[config.mk]
export PLATFORM = sky130hd
export DESIGN_NAME = draw_scheduler
export DESIGN_NICKNAME = d
export VERILOG_FILES = /design/src/rtl/draw_scheduler.sv
export SDC_FILE = /design/constraint.sdc
export NUM_CORES = 1
export LEC_CHECK = 0
export BUFFER_PORTS_ARGS = -buffer_cell sky130_fd_sc_hd__buf_2
export CORE_UTILIZATION = 58
export CTS_CLUSTER_DIAMETER = 150
export DETAILED_ROUTE_END_ITERATION = 7
export GPL_ROUTABILITY_DRIVEN = 0
export PLACE_DENSITY = 0.85
export RECOVER_POWER = 100
export REMOVE_ABC_BUFFERS = 1
export SLEW_MARGIN = 20
export SYNTH_ARGS = -nofsm -noshare
export SYNTH_HDL_FRONTEND = slang
export SYNTH_SLANG_ARGS = --single-unit
[constraint.sdc]
create_clock -name clk -period 3.1 [get_ports clk]
set_input_delay 0.31 -clock clk [delete_from_list [all_inputs] [get_ports clk]]
set_output_delay 0.31 -clock clk [all_outputs]
set_load 0.05 [all_outputs]
[src/rtl/draw_scheduler.sv]
// Command FIFO plus one-at-a-time dispatcher for the fill/circle/reuleaux engines,
// muxing the active engine's pixels onto the VGA port. Optional: PLOT_CLIP_EN.
module draw_scheduler #(
  parameter int FIFO_DEPTH = 4,
  parameter int ARM_CYCLES = 2
) (
  input  logic        clk,
  input  logic        rst_n,
  input  logic        cmd_valid,
  output logic        cmd_ready,
  input  logic [1:0]  cmd_engine,
  input  logic [2:0]  cmd_colour,
  input  logic [7:0]  cmd_cx,
  input  logic [6:0]  cmd_cy,
  input  logic [7:0]  cmd_diameter,
  output logic [2:0]  eng_start,
  input  logic [2:0]  eng_done,
  output logic [2:0]  eng_colour,
  output logic [7:0]  eng_cx,
  output logic [6:0]  eng_cy,
  output logic [7:0]  eng_diameter,
  input  logic [23:0] eng_vga_x,
  input  logic [20:0] eng_vga_y,
  input  logic [8:0]  eng_vga_colour,
  input  logic [2:0]  eng_vga_plot,
  output logic [7:0]  vga_x,
  output logic [6:0]  vga_y,
  output logic [2:0]  vga_colour,
  output logic        vga_plot,
  output logic        busy,
  output logic        idle,
  output logic        cmd_retired
);

  localparam int AW = $clog2(FIFO_DEPTH);
  localparam int CW = (ARM_CYCLES < 2) ? 1 : $clog2(ARM_CYCLES + 1);
  localparam int EW = 28;

  typedef enum logic [2:0] {IDLE, LAUNCH, ARM, WAIT, RETIRE} state_t;

  state_t state, next_state;

  logic [EW-1:0] mem [FIFO_DEPTH];
  logic [AW-1:0] wr_ptr, rd_ptr;
  logic [AW:0]   count;
  logic          full, empty, push, pop;
  logic [EW-1:0] head;
  logic [1:0]    head_engine;

  logic [CW-1:0] arm_cnt;
  logic [1:0]    act_engine;
  logic          act_done;

  logic [7:0]    mux_x;
  logic [6:0]    mux_y;
  logic [2:0]    mux_colour;
  logic          mux_plot;

  assign full        = (count == (AW + 1)'(FIFO_DEPTH));
  assign empty       = (count == '0);
  assign cmd_ready   = !full;
  assign push        = cmd_valid && !full;
  assign head        = mem[rd_ptr];
  assign head_engine = head[27:26];

  always_ff @(posedge clk) begin
    if (push) mem[wr_ptr] <= {cmd_engine, cmd_colour, cmd_cx, cmd_cy, cmd_diameter};
  end

  // Pointers rely on power-of-two depth to wrap naturally.
  always_ff @(posedge clk or negedge rst_n) begin
    if (!rst_n) begin
      wr_ptr <= '0;
      rd_ptr <= '0;
      count  <= '0;
    end else begin
      if (push) wr_ptr <= wr_ptr + 1'b1;
      if (pop)  rd_ptr <= rd_ptr + 1'b1;
      case ({push, pop})
        2'b10:   count <= count + 1'b1;
        2'b01:   count <= count - 1'b1;
        default: count <= count;
      endcase
    end
  end

  always_ff @(posedge clk or negedge rst_n) begin
    if (!rst_n) begin
      state        <= IDLE;
      arm_cnt      <= '0;
      act_engine   <= '0;
      eng_colour   <= '0;
      eng_cx       <= '0;
      eng_cy       <= '0;
      eng_diameter <= '0;
    end else begin
      state <= next_state;
      if (pop) begin
        act_engine   <= head_engine;
        eng_colour   <= head[25:23];
        eng_cx       <= head[22:15];
        eng_cy       <= head[14:8];
        eng_diameter <= head[7:0];
      end
      if (state == LAUNCH)
        arm_cnt <= CW'(ARM_CYCLES);
      else if (state == ARM && arm_cnt != '0)
        arm_cnt <= arm_cnt - 1'b1;
    end
  end

  always_comb begin
    act_done = 1'b0;
    case (act_engine)
      2'd0:    act_done = eng_done[0];
      2'd1:    act_done = eng_done[1];
      2'd2:    act_done = eng_done[2];
      default: act_done = 1'b0;
    endcase
  end

  // Engines hold a stale done until they see start, so ARM masks done entirely.
  always_comb begin
    next_state  = state;
    pop         = 1'b0;
    eng_start   = 3'b000;
    cmd_retired = 1'b0;
    case (state)
      IDLE: begin
        if (!empty) begin
          pop        = 1'b1;
          next_state = (head_engine == 2'd3) ? RETIRE : LAUNCH;
        end
      end
      LAUNCH: begin
        case (act_engine)
          2'd0:    eng_start = 3'b001;
          2'd1:    eng_start = 3'b010;
          2'd2:    eng_start = 3'b100;
          default: eng_start = 3'b000;
        endcase
        next_state = (ARM_CYCLES == 0) ? WAIT : ARM;
      end
      ARM: begin
        if (arm_cnt <= CW'(1)) next_state = WAIT;
      end
      WAIT: begin
        if (act_done) next_state = RETIRE;
      end
      RETIRE: begin
        cmd_retired = 1'b1;
        if (!empty) begin
          pop        = 1'b1;
          next_state = (head_engine == 2'd3) ? RETIRE : LAUNCH;
        end else begin
          next_state = IDLE;
        end
      end
      default: next_state = IDLE;
    endcase
  end

  always_comb begin
    mux_x      = '0;
    mux_y      = '0;
    mux_colour = '0;
    mux_plot   = 1'b0;
    if (state == LAUNCH || state == ARM || state == WAIT) begin
      case (act_engine)
        2'd0: begin
          mux_x      = eng_vga_x[7:0];
          mux_y      = eng_vga_y[6:0];
          mux_colour = eng_vga_colour[2:0];
          mux_plot   = eng_vga_plot[0];
        end
        2'd1: begin
          mux_x      = eng_vga_x[15:8];
          mux_y      = eng_vga_y[13:7];
          mux_colour = eng_vga_colour[5:3];
          mux_plot   = eng_vga_plot[1];
        end
        2'd2: begin
          mux_x      = eng_vga_x[23:16];
          mux_y      = eng_vga_y[20:14];
          mux_colour = eng_vga_colour[8:6];
          mux_plot   = eng_vga_plot[2];
        end
        default: begin
          mux_x      = '0;
          mux_y      = '0;
          mux_colour = '0;
          mux_plot   = 1'b0;
        end
      endcase
    end
  end

  assign vga_x      = mux_x;
  assign vga_y      = mux_y;
  assign vga_colour = mux_colour;

`ifdef PLOT_CLIP_EN
  assign vga_plot = mux_plot && (mux_x <= 8'd159) && (mux_y <= 7'd119);
`else
  assign vga_plot = mux_plot;
`endif

  assign busy = (state != IDLE);
  assign idle = (state == IDLE) && empty;

endmodule

; ---- Word level (Yosys, flattened, before mapping)
; Memories as Yosys holds them, arrays and structs flattened.
; Index checks and enable logic that the tools add are counted.
; Widths: inputs -> output; s select.
[totals]
ramBits = 112
ff_bits = 40
word_cells = 70
inputBits = 91
n_memories = 1
[memory_table]
columns = name, words, word_bits, rd, rd_clocked_by_memory_dff, wr, line
row1 = mem, 4, 28, 1, 0, 1, 43  ; logic [EW-1:0] mem [FIFO_DEPTH];
[op_classes]
n_addsub = 5
reduce_logical = 15
n_eq_ne = 13
n_mux = 25
magnitude_cmp = 1
[op_table]
columns = operator, count
row1 = $pmux 8 s3, 1
row2 = $mux 3, 7
row3 = $pmux 7 s3, 1
row4 = $pmux 3 s3, 2
row5 = $pmux 3 s5, 1
row6 = $mux 8, 1
row7 = $mux 7, 1
row8 = $eq 2x2->1 const B, 3
row9 = $eq 3x2->1 const B, 2
row10 = $eq 3x3->1 const B, 2
row11 = $logic_not 3->1, 2
row12 = $mux 1, 6
row13 = $pmux 1 s3, 2
row14 = $pmux 3 s2, 1
row15 = $reduce_bool 2->1, 3
row16 = $add 2x1->2 const B, 2
row17 = $eq 2x1->1 const B, 2
row18 = $mux 2, 2
row19 = $ne 2x2->1 const B, 2
row20 = $add 3x1->3 const B, 1
row21 = $eq 3x1->1 const B, 1
row22 = $logic_and 1x1->1, 3
row23 = $reduce_and 3->1, 1
row24 = $reduce_bool 3->1, 1
row25 = other kinds (8), 9

; ---- Depth between registers and ports, before layout
; Gate-level depths: netlist of the first run.
[depth]
depth_word = 5
ltp_mapped = 11
ltp_nobuf = 10

; ---- Worst setup path after synthesis of the first run
; Ideal clock, no wire load.
[synth_path]
path_type = register to register
from = register count[0]
to = register count[2]
setup_slack_ns = 0.672
arrival_time_ns = 2.349
t_required_ns = 3.021
stages_incl_launch_ff = 11
path_cell_list = dfrtp_1 inv_1 nand3_1 and2_1 inv_1 ha_1 inv_1 fa_1 xor2_1 nor2_1 xor2_1
[synth_between]
elab_chain_cells = 5
elab_cells_between_ends = 12
[synth_lines]
columns = element, line
row1 = "start, declared", 45  ; logic [AW:0] count;
row2 = "start signal, assigned", 80  ; 2'b10: count <= count + 1'b1;
row3 = "start signal, assigned", 81  ; 2'b01: count <= count - 1'b1;
row4 = "start signal, assigned", 82  ; default: count <= count;
row5 = $eq 3x3->1 (*), 59  ; assign full = (count == (AW + 1)'(FIFO_DEPTH));
row6 = $logic_not 1->1 (*), n/a
row7 = via cmd_ready, 10  ; output logic cmd_ready,
row8 = $logic_and 1x1->1 (*), 62  ; assign push = cmd_valid && !full;
row9 = $eq 2x1->1 or $eq 2x2->1 (tied branches), 79  ; case ({push, pop})
row10 = $pmux 3 s2 or $reduce_bool 2->1 (tied branches), n/a
; The timed path passes the listed nets; every way through them passes the cells marked *.
; A chain may end at the register's enable or synchronous reset.

; ---- Final worst setup path of the first run
[layout_path]
from = register act_engine[0]
to = output port vga_y[5]
[layout_between]
elab_chain_cells = 3
elab_cells_between_ends = 5
[layout_lines]
columns = element, line
row1 = "start, declared", 51  ; logic [1:0] act_engine;
row2 = "start signal, assigned", 99  ; act_engine <= head_engine;
row3 = $eq 2x2->1 (tied with other cells), 169  ; case (act_engine)
row4 = $pmux 7 s3 (*), 169
row5 = $mux 7 (*), 168  ; if (state == LAUNCH || state == ARM || state == WAIT) begin
row6 = "end, declared", 27  ; output logic [6:0] vga_y,
; Mark *: on every way between the ends. The rest lies on a longest branch, timed or not.

==> results of run 1 <==
## critical path, cell delays in order, from the launching register on
cell and delay [ns]:
dfrtp_1 0.72, buf_4 0.34, mux2i_1 0.10, nor2_1 0.10
a21oi_1 0.05, nor2_1 0.15, clkbuf_1 0.49
## where the power goes
part           switching (mW)  leakage (nW)  internal [mW]
Clock                   0.860         0.268           1.02
Combinational            2.59          1.24           1.19
Sequential              0.396          1.50           2.80
Total                    3.85          3.01           5.01
## logic make-up (layout without fill, tap and decap cells)
| group | after synthesis | count (layout) | share of synthesized area [%] |
|---|---|---|---|
| and+or+nand+nor | 79 | 79 | 5.46 |
| buffers and inverters | 30 | 224 | 2.74 |
| DFF | 152 | 152 | 67.7 |
| muxes | 75 | 75 | 19.1 |
| adders and majority gates | 8 | 8 | 1.67 |
| xor gates and xnor gates | 6 | 6 | 0.816 |
| AOI/OAI and AO/OA | 30 | 30 | 2.52 |
| other | 0 | 1 | 0 |
## state kept, by name, indices dropped and copies added (netlist names)
| signal | cells |
|---|---|
| act_engine | 2 |
| arm_cnt | 2 |
| count | 3 |
| eng_colour | 3 |
| eng_cx | 8 |
| eng_cy | 7 |
| eng_diameter | 8 |
| mem | 112 |
| rd_ptr | 2 |
| state | 3 |
| wr_ptr | 2 |
## cells in the mapped netlist, drive strengths merged
| cell | n | area (um2) |
|---|---|---|
| a22oi | 1 | 7.51 |
| ha | 7 | 87.6 |
| inv | 11 | 46.3 |
| dfrtp | 40 | 1000 |
| edfxtp | 112 | 3360 |
| or3 | 2 | 17.5 |
| fa | 1 | 20.0 |
| o21a | 2 | 15.0 |
| and2 | 2 | 12.5 |
| mux2i | 20 | 200 |
| nor2 | 46 | 173 |
| a21oi | 20 | 100 |
| o21ai | 5 | 25.0 |
| xnor2 | 4 | 35.0 |
| clkbuf | 6 | 22.5 |
| mux4 | 28 | 631 |
| nor3b | 1 | 7.51 |
| nor3 | 3 | 15.0 |
| xor2 | 2 | 17.5 |
| mux2 | 27 | 398 |
| nand3b | 1 | 7.51 |
| nor2b | 2 | 12.5 |
| o22ai | 1 | 6.26 |
| and3 | 5 | 31.3 |
| buf | 13 | 108 |
| nand2b | 1 | 6.26 |
| nand3 | 1 | 5.00 |
| nand2 | 15 | 63.8 |
| o2bb2ai | 1 | 8.76 |
## layer usage
layer / share of wire [%] / up-vias
met5: 0 / -
met4: 1.7 / 0
met3: 6.5 / 20
met2: 55 / 185
met1: 36 / 1973
li1: - / 1803
## area by class of cell
class / count / area [um2]
Sequential cell: 152 / 4360
Fill cell: 701 / 2960
Multi-Input combinational cell: 198 / 1800
Timing Repair Buffer: 181 / 938
Clock buffer: 17 / 414
Tap cell: 140 / 175
Clock inverter: 15 / 133
Inverter: 11 / 46.3
Antenna cell: 1 / 2.50
## metrics by stage
| stage | cell area (um2) | cells | utilization (%) | setup slack (ns) |
|---|---|---|---|---|
| detailed placement | 7310 | 657 | 67.4 | 0.703 |
| floorplan | 6310 | 361 | - | 0.390 |
| global placement | 7310 | 657 | 67.4 | 0.809 |
| global route | 7880 | 715 | 72.7 | 0.169 |
| finish | 7880 | 715 | 72.7 | 0.314 |
| CTS | 8040 | 708 | 74.2 | 0.391 |
## worst paths after layout
kind / startpoint / endpoint
setup / recovery: act_engine[0] / vga_y[5]
hold / removal: cmd_cx[3] / mem[1][18]
setup reg to reg: rd_ptr[0] / eng_diameter[6]
hold reg to reg: eng_cx[3] / eng_cx[3]
max in group asynchronous: rst_n / rd_ptr[1]
min in group asynchronous: rst_n / eng_cx[2]
==> summary.md, run 1 <==
| Metric | Value |
|---|---|
| Status | finished clean |
| WP data arrival | 2.48 ns |
| CTS HTree Levels | 4 |
| GRT Total Usage | 26.2% |
| Root Buffer | clkbuf_8 |
| Die height | 107 um |
| Met3 usage | 7.08% |
| FP Rows | 38 |
| Yosys cell types | 37 |
| Post-synthesis instance area | 0.00644 mm2 |
| Leak | 3.01 nW |
| R2R depth | 3 |
| Tmin final | 2.79 ns |
| Final clock skew | 0.0104 ns |
| Cells after synthesis | 380 |
| Total Power | 8.86 mW |
| Via Count | 3981 |
| Placeable Area | 0.0108 mm2 |
| TritonCTS clock tree | yes |
| Max-cap viol count | 0 |
| Final setup viols | 0 |
| Die Wd | 107 um |
| CP max FO | 14 |
| CTS Hold Bufs | 19 |
| Vias in the first global route | 4181 |
| IO Count | 143 |
| First-pass GRT wire length | 21400 um |
| Hold crit path type | in2reg |
| Fin crit share | 89.9% |
| Final Hold Fails | 0 |
| Detail Route Antenna Nets | 0 |
| 1st-iter DRT viols | 230 |
| Flop2flop setup slack | 0.40 ns |
| Commonest cells after routing, fill and taps aside | edfxtp_1 (112), clkbuf_1 (84), buf_2 (62) |
| Busiest grt layer | met2 |
| Seq/Total Area, Yosys | 67.7% |
| Worst-Margin Slew | 1.18 ns |
| HPWL after DPL | 8820 um |
| Die Area | 0.0115 mm2 |
| Post-Syn Area per Cell | 17.0 um2 |
| Vias per cell | 5.57 |
| Startpoint Class | register |
| Post-CTS Resized | 0 |
| Pin count of the biggest net entering global routing | 41 |
| Area growth syn-to-layout | 22.3% |
| RSZ-0062 raised after global routing | false |
| Share of cells above drive strength 1 | 23.7% |
| Initial Util | 59.4% |
| Antenna violations before repair | 1 |
| Achievable Freq | 0.359 GHz |
| Worst Setup Path Type | reg2out |
| Synth Register Bits | 152 |
| Grt ovf | 0 |
| Commonest non-fill, non-tap cell in the layout | edfxtp_1 |
| CTS sink cnt | 152 |
| Fin. max-slew vios | 0 |
| Drt wl/cell | 20.5 um |
| Num CTS Buffers | 17 |
| Rel. slew slack | 21.4% |
| NumNets Final | 660 |
| 1st-pass router iterations | 4 |
| Setup bufs post-CTS | 0 |
| Pwr dens | 1120 mW/mm2 |
| WL final | 14600 um |
| Final hold slack | 0.0914 ns |
| GR met2 Demand/Resource | 48.5% |
| Worst Hold Depth | 1 |
| Worst-path clk slew | 0.07 ns |
| Crit path capture type | primary output |
| Clock Path Buffers | 2 |
| CP required | 2.79 ns |
| Residual DRC count | 0 |
| VDD IR max | 0.000875 V |
| Port Buffers | 142 |
| Setup TNS | 0 ns |
| Met1 Use GR | 28.1% |
| Clk_lat worst skew | 0.52 ns |
| Yosys warnings | 0 |
(Power assumes the default switching activity.)
==> run 2, diff against run 1 <==
clock period = 3.4 ns   (was 3.1 ns; I/O delays follow)
==> run 2 against run 1 <==
The flow now finishes with violations (max-capacitance violations, max-slew violations). Hold slack worse by 0.021 ns. Die area did not move. Setup slack gained 0.18 ns. Highest routed layer unchanged.
==> summary.md, run 2 (same netlist as run 1, synthesis figures left out) <==
| Metric | Value |
|---|---|
| Root Buffer | clkbuf_8 |
| Worst path cell trace | nor2b_1 -> buf_4 -> a21oi_1 -> nor2_1 -> clkbuf_1 |
| Area growth syn-to-layout | 17.8% |
| Setup bufs post-CTS | 0 |
| Tmin final | 2.90 ns |
| Hold crit path type | in2reg |
| Post-CTS Resized | 0 |
| Total Power | 7.96 mW |
| Layout Cells excl Fill | 686 |
| Worst-path clk slew | 0.07 ns |
| Rel. slew slack | -19.3% |
| 1st-iter DRT viols | 282 |
| # fillers | 734 |
| Die Wd | 107 um |
| Via Count | 3856 |
| IO Count | 143 |
| Max FFs per register | 112 |
| Pwr dens | 1050 mW/mm2 |
| Worst Setup Path Type | reg2out |
| Achievable Freq | 0.345 GHz |
| Num CTS Buffers | 17 |
| CP required | 3.06 ns |
| Vias in the first global route | 3976 |
| Final setup viols | 0 |
| Crit path capture type | primary output |
| CTS sink cnt | 152 |
| Setup TNS | 0 ns |
| CP max FO | 25 |
| Startpoint Class | register |
| Die height | 107 um |
| Violated checks | max-capacitance violations, max-slew violations |
| Clock Path Buffers | 2 |
| RSZ-0062 raised after global routing | false |
| Share of cells above drive strength 1 | 23.7% |
| Largest regs | mem x112, eng_cx x8, eng_diameter x8 |
| Commonest cells after routing, fill and taps aside | edfxtp_1 (112), clkbuf_1 (85), buf_2 (61) |
| Vias per cell | 5.62 |
| Dpl cells | 651 |
| Antenna violations before repair | 2 |
| Top reg by flops | mem |
| Commonest non-fill, non-tap cell in the layout | edfxtp_1 |
| Critical path's largest stage delay | 0.83 ns |
| HPWL after DPL | 8780 um |
| Leak | 2.86 nW |
| CTS Hold Bufs | 0 |
| Clk_lat worst skew | 0.52 ns |
| Slowest CP cell | dfrtp_1 |
| Grt ovf | 0 |
| WL final | 13900 um |
| Final Hold Fails | 0 |
| Residual DRC count | 0 |
| Max-cap viol count | 2 |
| Crit path buffers/inverters | 2 |
| GRT Total Usage | 25.4% |
| VDD IR max | 0.000649 V |
| First-pass GRT wire length | 20600 um |
| Port Buffers | 142 |
| WP data arrival | 2.56 ns |
| Drt wl/cell | 20.2 um |
| Detail Route Antenna Nets | 0 |
| Design Area, Final | 0.00759 mm2 |
| FP Rows | 38 |
| Worst-Margin Slew | 1.79 ns |
| Status | finished, violations left |
| 1st-pass router iterations | 4 |
| Die Area | 0.0115 mm2 |
| Initial Util | 59.4% |
| Fin crit share | 85.3% |
| NumNets Final | 630 |
| Placeable Area | 0.0108 mm2 |
| Placed Area | 0.00726 mm2 |
| TritonCTS clock tree | yes |
| Final clock skew | 0.0163 ns |
| Cell class contributing the biggest share of worst-path delay | flip-flops |
| Final hold slack | 0.0707 ns |
| CTS HTree Levels | 4 |
| Pin count of the biggest net entering global routing | 41 |
| Fin. max-slew vios | 58 |
-- run 2: cell types whose count changed in the layout (fill, tap and decap cells not counted) --
cell	previous run	this run
clkinvlp_4	1	4
clkinv_4	4	3
mux2_1	23	24
diode_2	1	2
clkbuf_2	5	1
clkbuf_1	84	85
clkinv_2	0	1
dlygate4sd3_1	25	1
buf_4	5	4
buf_2	62	61
inv_6	7	6
clkinv_1	1	0
inv_8	3	1
mux2_4	2	1
-- run 2: final cells by class --
cell class	instances	area, um2	area share, %
antenna	2	5.00	0.0659
clock buffer	18	418	5.51
clock inverter	14	116	1.53
inverter	11	46.3	0.610
multi-input combinational	198	1800	23.7
sequential	152	4360	57.5
tap	140	175	2.31
timing repair buffer	151	666	8.77
-- run 2: final timing paths --
check | to | start | depth (start not counted) | slack [ns]
min in group asynchronous | eng_cy[1] | rst_n | 2 | 0.37
hold / removal | mem[1][9] | cmd_cy[1] | 1 | 0.07
setup / recovery | vga_x[7] | act_engine[1] | 5 | 0.50
hold reg to reg | eng_cx[4] | eng_cx[4] | 1 | 0.49
setup reg to reg | mem[1][16] | count[0] | 4 | 0.73
max in group asynchronous | state[2] | rst_n | 2 | 2.64
-- run 2: metrics by stage --
step                util, %  setup WS, ns
global placement       67.0          1.10
floorplan                 -         0.660
finish                 70.0         0.499
detailed placement     67.0          1.01
CTS                    71.9         0.685
global route           70.0         0.344
-- run 2: per-layer routing --
metal / wire [um] / up-vias / GRT usage [%]
li1: - / 1731 / -
met1: 5140 / 1940 / 26.8
met2: 7610 / 171 / 47.4
met3: 953 / 14 / 6.36
met4: 172 / 0 / 11.7
met5: 0 / - / 0
-- run 2: power by group --
| part | internal (mW) | switching (mW) |
|---|---|---|
| logic | 1.03 | 2.36 |
| registers | 2.56 | 0.329 |
| clock network | 0.914 | 0.766 |
==> run 3, diff against run 2 <==
CORE_UTILIZATION = 47   (was 58)
PLACE_DENSITY = 0.71   (was 0.85)
==> run 3 against run 2 <==
The flow still finishes with violations (max-capacitance violations, max-slew violations). Global-route usage down 7.1 points. First-iteration DRC count decreased by 42%. Register-to-register slack better by 0.33 ns. Via count shrank 3.6%. Total power decreased by 0.88%. Hold slack better by 0.11 ns. Clock skew is 0.00075 ns lower. Critical endpoint is now vga_y[5]. Highest routed layer unchanged.
==> summary.md, run 3 (same netlist as run 1, synthesis figures left out) <==
| Metric | Value |
|---|---|
| Fin crit share | 82.3% |
| Status | finished, violations left |
| Fin. max-slew vios | 87 |
| Die Wd | 119 um |
| Clk_lat worst skew | 0.41 ns |
| Commonest non-fill, non-tap cell in the layout | edfxtp_1 |
| Max FFs per register | 112 |
| Via Count | 3716 |
| Area growth syn-to-layout | 18.4% |
| WL final | 12400 um |
| Die Area | 0.0142 mm2 |
| Detail Route Antenna Nets | 0 |
| # fillers | 1080 |
| VDD IR max | 0.000455 V |
| Dpl ws | 1.02 ns |
| Leak | 2.85 nW |
| Max-cap viol count | 3 |
| Placeable Area | 0.0133 mm2 |
| Antenna violations before repair | 0 |
| CTS HTree Levels | 4 |
| Crit path capture type | primary output |
| Worst-path clk slew | 0.06 ns |
| Achievable Freq | 0.357 GHz |
| Hold crit path type | in2reg |
| Final setup viols | 0 |
| Final clock skew | 0.0155 ns |
| Design Area, Final | 0.00763 mm2 |
| NumNets Final | 626 |
| Final hold slack | 0.182 ns |
| Root Buffer | clkbuf_16 |
| HPWL after DPL | 7900 um |
| Tmin final | 2.80 ns |
| Clock Path Buffers | 2 |
| Share of cells above drive strength 1 | 23.9% |
| Residual DRC count | 0 |
| Hold EP | mem[1][10] |
| Grt ovf | 0 |
| Top reg by flops | mem |
| Largest regs | mem x112, eng_cx x8, eng_diameter x8 |
| First-pass GRT wire length | 19400 um |
| Min-delay src | cmd_cy[2] |
| CTS sink cnt | 152 |
| Worst Hold Depth | 1 |
| Pin count of the biggest net entering global routing | 41 |
| WP data arrival | 2.46 ns |
| Worst Setup Path Type | reg2out |
| TritonCTS clock tree | yes |
| RSZ-0062 raised after global routing | false |
| Vias in the first global route | 3781 |
| Startpoint Class | register |
| Vias per cell | 5.19 |
| Launch point of the worst reg-to-reg path | state[0] |
| Commonest cells after routing, fill and taps aside | edfxtp_1 (112), clkbuf_1 (81), buf_2 (61) |
| IO Count | 143 |
| Post-CTS Resized | 0 |
| FP Rows | 42 |
| CP required | 3.06 ns |
| Drt wl/cell | 17.4 um |
| Rel. slew slack | -1.94% |
| Worst-Margin Slew | 1.53 ns |
| Die height | 119 um |
| Violated checks | max-capacitance violations, max-slew violations |
| Num CTS Buffers | 17 |
| Finished Core Util | 57.4% |
| Reg2Reg Capture Point | count[2] |
| Port Buffers | 142 |
| 1st-iter DRT viols | 163 |
| Initial Util | 48.5% |
| Final Hold Fails | 0 |
| R2R depth | 9 |
| Setup TNS | 0 ns |
| # diodes | 0 |
| Placed Area | 0.00728 mm2 |
| CP max FO | 25 |
| 1st-pass router iterations | 4 |
| GRT Total Usage | 18.3% |
| Flop2flop setup slack | 1.06 ns |
| Worst Slack Setup Final | 0.602 ns |
| Pwr dens | 1030 mW/mm2 |
[run 3: changes by cell type in the layout (fill, tap and decap cells not counted)]
cell / change
or3_1: -1
clkinv_4: -1
dfrtp_2: +1
clkinv_1: +1
mux2_4: -1
mux2_1: +1
clkinvlp_4: +1
clkbuf_1: -4
clkbuf_16: +1
clkbuf_8: -1
clkinv_2: -1
dfrtp_1: -1
or3_4: +1
diode_2: -2
[run 3: layout make-up]
| class | count | area [um2] | share of cell area [%] |
|---|---|---|---|
| flip-flops and latches | 152 | 4370 | 57.2 |
| multi-input cells | 198 | 1800 | 23.6 |
| repair buffers | 147 | 651 | 8.53 |
| clock buffers | 18 | 429 | 5.63 |
| well taps | 176 | 220 | 2.89 |
| clock inverters | 14 | 114 | 1.49 |
| inverters | 11 | 46.3 | 0.607 |
[run 3: how the worst max path moves through the flow]
| stage | start | to | slack [ns] | cells after the start |
|---|---|---|---|---|
| after floorplan | act_engine[0] | vga_colour[0] | 0.66 | 3 |
| after global placement | state[0] | count[2] | 1.09 | 9 |
| after detailed placement | state[0] | count[2] | 1.02 | 9 |
| after CTS | act_engine[0] | vga_y[2] | 0.80 | 6 |
| after global routing | act_engine[1] | vga_y[5] | 0.43 | 5 |
| final | act_engine[1] | vga_y[5] | 0.60 | 5 |
[run 3: timing repair]
| action | 4_1_cts | 5_1_grt |
|---|---|---|
| setup buffers | 0 | 0 |
| endpoints found under the hold margin | 0 | 40 |
| setup endpoints to repair | 0 | 0 |
| hold buffers | 0 | 1 |
[run 3: critical path, cell delays in order, from the launching register on]
cell      delay (ns)
dfrtp_1         0.84
nor2b_1         0.21
buf_4           0.25
a21oi_1         0.11
nor2_1          0.14
clkbuf_1        0.50
[run 3: through the flow]
stage | total power, mW | instances
after floorplan | 5.70 | 361
after global placement | 6.52 | 683
after detailed placement | 6.61 | 683
after CTS | 8.32 | 715
after global routing | 8.30 | 716
final | 7.89 | 716
[run 3: power by group]
group / switching, mW / total, mW / internal, mW / leakage, nW
logic: 2.33 / 3.35 / 1.02 / 1.10
registers: 0.276 / 2.84 / 2.56 / 1.50
clock network: 0.750 / 1.70 / 0.948 / 0.250
[run 3: per-layer routing]
metal | track usage (%) | part of all wire, %
met5 | 0 | 0
met4 | 5.70 | 1.1
met3 | 5.22 | 6.3
met2 | 32.7 | 52
met1 | 21.2 | 41
